[config.mk]
export PLATFORM = sky130hd
export DESIGN_NAME = hazard_scoreboard_ctrl
export DESIGN_NICKNAME = d
export VERILOG_FILES = /design/src/rtl/hazard_scoreboard_ctrl.sv
export SDC_FILE = /design/constraint.sdc
export NUM_CORES = 1
export LEC_CHECK = 0
export CORE_ASPECT_RATIO = 2
export CORE_UTILIZATION = 30
export DETAILED_ROUTE_END_ITERATION = 7
export HOLD_SLACK_MARGIN = 0.08
export PLACE_DENSITY = 0.51
export SYNTH_ARGS = -nofsm -noshare
export SYNTH_HDL_FRONTEND = slang
export SYNTH_SLANG_ARGS = --single-unit
[constraint.sdc]
create_clock -name clk_i -period 5.7 [get_ports clk_i]
set_input_delay 0.855 -clock clk_i [delete_from_list [all_inputs] [get_ports clk_i]]
set_output_delay 0.855 -clock clk_i [all_outputs]
set_load 0.005 [all_outputs]
[src/rtl/hazard_scoreboard_ctrl.sv]
`default_nettype none
// ============================================================================
// hazard_scoreboard_ctrl : per-register latency scoreboard driving pipeline
// load/flush controls, with saturating stall/flush counters.   Rev 1.0
// ============================================================================
module hazard_scoreboard_ctrl #(
   parameter int NUM_SRC    = 2,
   parameter int NUM_STAGES = 5,
   parameter int MAX_LAT    = 3,
   parameter int CNT_W      = 32,
   localparam int LAT_W     = $clog2(MAX_LAT + 1)
) (
   input  logic                    clk_i,
   input  logic                    rst_i,
   input  logic                    id_valid_i,
   input  logic [NUM_SRC*5-1:0]    id_rs_addr_i,
   input  logic [NUM_SRC-1:0]      id_rs_used_i,
   input  logic [4:0]              id_rd_addr_i,
   input  logic [LAT_W-1:0]        id_wr_lat_i,
   input  logic                    redirect_i,
   input  logic                    imem_rdy_i,
   input  logic                    dmem_busy_i,
   input  logic                    perf_clr_i,
   output logic [NUM_STAGES-1:0]   ld_o,
   output logic [NUM_STAGES-1:0]   flush_o,
   output logic                    hzd_stall_o,
   output logic [CNT_W-1:0]        stall_data_cnt_o,
   output logic [CNT_W-1:0]        stall_mem_cnt_o,
   output logic [CNT_W-1:0]        flush_cnt_o
);

   // Entry 0 exists only to keep indexing simple; it is never written nonzero.
   logic [LAT_W-1:0]      sb_q [0:31];
   logic [LAT_W-1:0]      sb_d [0:31];
   logic [LAT_W-1:0]      lat_clamped;
   logic                  data_hzd;
   logic                  case_mem, case_redir, case_hzd, case_imem;
   logic [NUM_STAGES-1:0] ld_c, flush_c;
   logic                  issue;
   logic [CNT_W-1:0]      stall_data_cnt_q, stall_mem_cnt_q, flush_cnt_q;

   always_comb begin
      data_hzd = 1'b0;
      for (int k = 0; k < NUM_SRC; k++) begin
         if (id_rs_used_i[k] && (id_rs_addr_i[5*k +: 5] != 5'd0) &&
             (sb_q[id_rs_addr_i[5*k +: 5]] != '0))
            data_hzd = 1'b1;
      end
      data_hzd = data_hzd & id_valid_i;
   end

   always_comb begin
      ld_c       = '1;
      flush_c    = '0;
      case_mem   = 1'b0;
      case_redir = 1'b0;
      case_hzd   = 1'b0;
      case_imem  = 1'b0;
      if (dmem_busy_i) begin
         ld_c     = '0;
         case_mem = 1'b1;
      end else if (redirect_i) begin
         flush_c[1] = 1'b1;
         flush_c[2] = 1'b1;
         case_redir = 1'b1;
      end else if (data_hzd) begin
         ld_c[0]    = 1'b0;
         ld_c[1]    = 1'b0;
         flush_c[2] = 1'b1;
         case_hzd   = 1'b1;
      end else if (!imem_rdy_i) begin
         ld_c[0]    = 1'b0;
         flush_c[1] = 1'b1;
         case_imem  = 1'b1;
      end
   end

   // Reset forces the controls low immediately, not just at the next edge.
   assign ld_o        = rst_i ? '0 : ld_c;
   assign flush_o     = rst_i ? '0 : flush_c;
   assign hzd_stall_o = ~rst_i & case_hzd;

   assign issue       = id_valid_i & ld_c[2] & ~flush_c[2] & (id_rd_addr_i != 5'd0);
   assign lat_clamped = (int'(id_wr_lat_i) > MAX_LAT) ? LAT_W'(MAX_LAT) : id_wr_lat_i;

   always_comb begin
      for (int i = 0; i < 32; i++) sb_d[i] = sb_q[i];
      if (!case_mem) begin
         for (int i = 1; i < 32; i++)
            if (sb_q[i] != '0) sb_d[i] = sb_q[i] - LAT_W'(1);
      end
      if (issue) sb_d[id_rd_addr_i] = lat_clamped;
   end

   always_ff @(posedge clk_i or posedge rst_i) begin
      if (rst_i) begin
         for (int i = 0; i < 32; i++) sb_q[i] <= '0;
      end else begin
         for (int i = 0; i < 32; i++) sb_q[i] <= sb_d[i];
      end
   end

   always_ff @(posedge clk_i or posedge rst_i) begin
      if (rst_i) begin
         stall_data_cnt_q <= '0;
         stall_mem_cnt_q  <= '0;
         flush_cnt_q      <= '0;
      end else if (perf_clr_i) begin
         stall_data_cnt_q <= '0;
         stall_mem_cnt_q  <= '0;
         flush_cnt_q      <= '0;
      end else begin
         if (case_hzd && (stall_data_cnt_q != '1))
            stall_data_cnt_q <= stall_data_cnt_q + CNT_W'(1);
         if ((case_mem || case_imem) && (stall_mem_cnt_q != '1))
            stall_mem_cnt_q <= stall_mem_cnt_q + CNT_W'(1);
         if (case_redir && (flush_cnt_q != '1))
            flush_cnt_q <= flush_cnt_q + CNT_W'(1);
      end
   end

   assign stall_data_cnt_o = stall_data_cnt_q;
   assign stall_mem_cnt_o  = stall_mem_cnt_q;
   assign flush_cnt_o      = flush_cnt_q;

endmodule
`default_nettype wire

==> impl_metrics.ini <==
[sta]
fin_crit_ns = 4.94
fin_skew_ns = 0.00906
slew_violations = 0
hold_ws_ns = 0.383
finalHoldViolCount = 0
tns_ns = 0
period_share_pct = 86.6
worst_pin_slew_ns = 1.08
rsz0062_at_grt = no
relSlewSlack_pct = 27.2
setup_viol = 0
fmax_mhz = 203

[outcome]
status = finished clean

[die]
die_area_um2 = 30700
initial_utilization_pct = 30.5
rows = 89
core-area_um2 = 29500
ios = 133
chipHeight_um = 247
die_w_um = 124

[critical_path]
ff2ff_path_depth = 9
r2r_start = sb_q[2]$_DFF_PP0_
crit_arrival_ns = 4.08
path_cells = clkdlybuf4s50_1 -> nor3_1 -> a21oi_1 -> o311ai_0 -> or4_1 -> o311a_2 -> nand2_2 -> nand2_1 -> a21oi_1 -> nor3_1 -> clkdlybuf4s50_1
path_buf_inv = 2
endpoint_kind = primary output
rrSetupSlack_ns = 2.26
critPathMaxFanout = 20
critPathLaunchType = input pin
crit_slowest_cell = clkdlybuf4s50_1
critPathKind = in -> out
worstReg2RegEnd = sb_q[26]$_DFF_PP0_
critPathTopFamily = buffers and inverters
worstPathRequired_ns = 4.85
critPathMaxStageDelay_ns = 0.76

[placed_design]
place.gp.congestion = 0.880
hpwlAfterDp_um = 20500
numPortBuffers = 129

[clocking]
clk_pin_slew_worst_paths_ns = 0.07
cts-buffers-inserted = 17
hold_buffers = 0
cts_sinks = 160
tritoncts = yes
clockRootBuffer = clkbuf_16
post_cts_resized = 0
post_cts_buffers = 0
clockBufferDepth = 2
clk_latency_ns = 0.45
htree_num_levels = 4

[route]
viasPerCell = 5.17
ant_nets = 0
wl_per_cell_um = 18.9
drt_iter0_markers = 363
first_pass_iters = 5
postRouteWirelength_um = 28500
drc = 0
vias = 7816

[logic_synthesis]
yosysTopAreaCellShare_pct = 44.5
synth_simple_gate_area_share_pct = 27.3
avgSynthCellArea_um2 = 8.80
ys_top_cells_by_area = dfrtp_1 44%, nand2_1 7.0%, nor2_1 6.6%, mux2_2 4.6%, mux2i_1 3.7%
synth_fa_ha_area_share_pct = 0.417
synth_compound_area_share_pct = 8.90
synthArstFlopShare_pct = 100
synth_cells = 1023
yosysSeqAreaShare_pct = 44.5
synth-edff-count = 0
synth.distinct_cells = 62
synth_top_family_by_area = simple AND/OR/NAND/NOR gates
synth.cell_area_um2 = 9000
ys_seq_elements = 160
synthXorXnorAreaFrac_pct = 5.94
synth-warning-count = 0
synth_ff_type = dfrtp_1
muxShareOfSynthArea_pct = 9.55
netlist.top_cell.by_area = dfrtp_1

[finish]
final_util_pct = 37.9
drive_gt1_share_pct = 9.33
nNetsFinal = 1163
n_antenna_cell = 0
areaGrowthSynthToFinish_pct = 24.4
fillers = 3005

[global_routing]
grt_usage_pct = 19.2
top_usage_layer = met2
grt_overflow = 0
grt_pass1_vias = 7978
grt_max_degree = 103
met2_usage_pct = 36.5
use_met3_pct = 4.09
antenna_found_initial = 0
grt_pass1_wl_um = 45000
grtUsageMet1_pct = 19.2

[pwr]
max-vdd-ir-drop_uv = 191
power_frac_seq_pct = 45.8
internal_power_mw = 1.85
leakage_nw = 4.79
p_switching_mw = 0.657
p_per_area_nw_per_um2 = 224
swShare_pct = 26.2
combPwrFrac_pct = 7.5
clkPwrFrac_pct = 46.7

[min_path]
holdCritStartpoint = sb_q[63]$_DFFE_PP0P_
hold_depth = 0
min_path_type = reg -> reg
min_to = sb_q[63]$_DFFE_PP0P_

[flow_run]
drv_cap = 0
==> power groups by stage <==
stage               Combinational (mW)  Clock (mW)  Sequential (mW)
global placement                 0.192           0             1.17
detailed placement               0.193           0             1.17
global route                     0.212        1.26             1.15
finish                           0.189        1.17             1.15
CTS                              0.193        1.21             1.15
floorplan                        0.116           0             1.17
==> how the worst max path moves through the flow <==
| stage | startpoint | slack [ns] | end | cells after the start |
|---|---|---|---|---|
| 6_report | id_rs_addr_i[6] | 0.76 | ld_o[0] | 11 |
| 3_3_place_gp | id_rs_addr_i[6] | 0.87 | flush_o[1] | 11 |
| 4_1_cts | id_rs_addr_i[6] | 0.81 | ld_o[0] | 11 |
| 5_1_grt | id_rs_addr_i[6] | 0.43 | ld_o[0] | 11 |
| 3_5_place_dp | id_rs_addr_i[6] | 0.82 | ld_o[0] | 11 |
| 2_1_floorplan | rst_i | 0.53 | flush_cnt_o[0]$_DFFE_PP0P_ | 1 |
==> layout by cell type, fill, tap and decap left out, types with 4 or more instances in the layout <==
master,n
and3_1,20
nand2b_1,8
xor2_1,33
dfrtp_1,160
and4_1,8
o31ai_1,10
and2_1,4
a21oi_1,45
inv_1,20
clkbuf_16,17
nand3_1,42
o21ai_0,48
xnor2_1,28
clkinvlp_4,6
or4_1,12
nand4_1,23
mux2i_1,33
nor2b_1,9
mux2_2,37
nand2_1,167
nor4_1,12
nor2_1,158
clkdlybuf4s50_1,127
buf_4,9
o22ai_1,4
inv_6,5
nor3_1,28
mux4_2,5
or3_1,13
==> worst register-to-register path, stage by stage (launching register included) <==
cell      delay, ns
dfrtp_1        0.40
nor2_1         0.43
a21oi_1        0.13
o311ai_0       0.48
or4_1          0.21
o311a_2        0.28
nand2_2        0.17
nor3b_2        0.68
nand2_1        0.23
mux2_2         0.33
==> state kept, by name (all words and copies together) (netlist names) <==
signal            flops
stall_data_cnt_o     32
flush_cnt_o          32
sb_q                 64
stall_mem_cnt_o      32
==> cell type report <==
class / count / area, um2 / share of cell area (%)
multi-input cells: 795 / 4700 / 42.0
flip-flops and latches: 160 / 4000 / 35.8
inverters: 22 / 87.6 / 0.782
well taps: 364 / 455 / 4.07
repair buffers: 138 / 1360 / 12.2
clock inverters: 15 / 159 / 1.42
clock buffers: 17 / 425 / 3.80
==> metrics by stage <==
step,power [mW],instance area (um2),instances,worst slack (ns)
floorplan,1.28,9010,1025,0.525
detailed placement,1.36,10600,1479,0.824
global route,2.62,11200,1511,0.431
global placement,1.36,10600,1479,0.869
finish,2.51,11200,1511,0.763
CTS,2.55,11200,1511,0.806
==> synth_stat cells, types with 9 or more instances <==
master    instances
xnor2_1          28
nand4_1          23
o21ai_0          48
mux2_2           37
nor4_1           12
o31ai_1          10
inv_1            21
or4_1            12
nor2_1          158
clkbuf_1         31
mux2i_1          33
nand3_1          42
a21oi_1          45
nor3_1           28
or3_1            13
nand2_1         167
and3_1           20
xor2_1           33
dfrtp_1         160
nor2b_1           9
==> layer usage <==
metal,vias to the layer above,part of all wire (%)
met3,52,3.6
met5,-,0
met4,0,4.6
met1,3808,36
li1,3774,-
met2,182,55
==> cell families after synthesis <==
logic type,Yosys count
buffers and inverters,70
XOR/XNOR,61
AO/OA/AOI/OAI,131
flip-flops,160
other,1
AND/OR/NAND/NOR,522
adder cells (fa/ha/maj),3
multiplexers,75
Power figures use the tool's default switching activity.
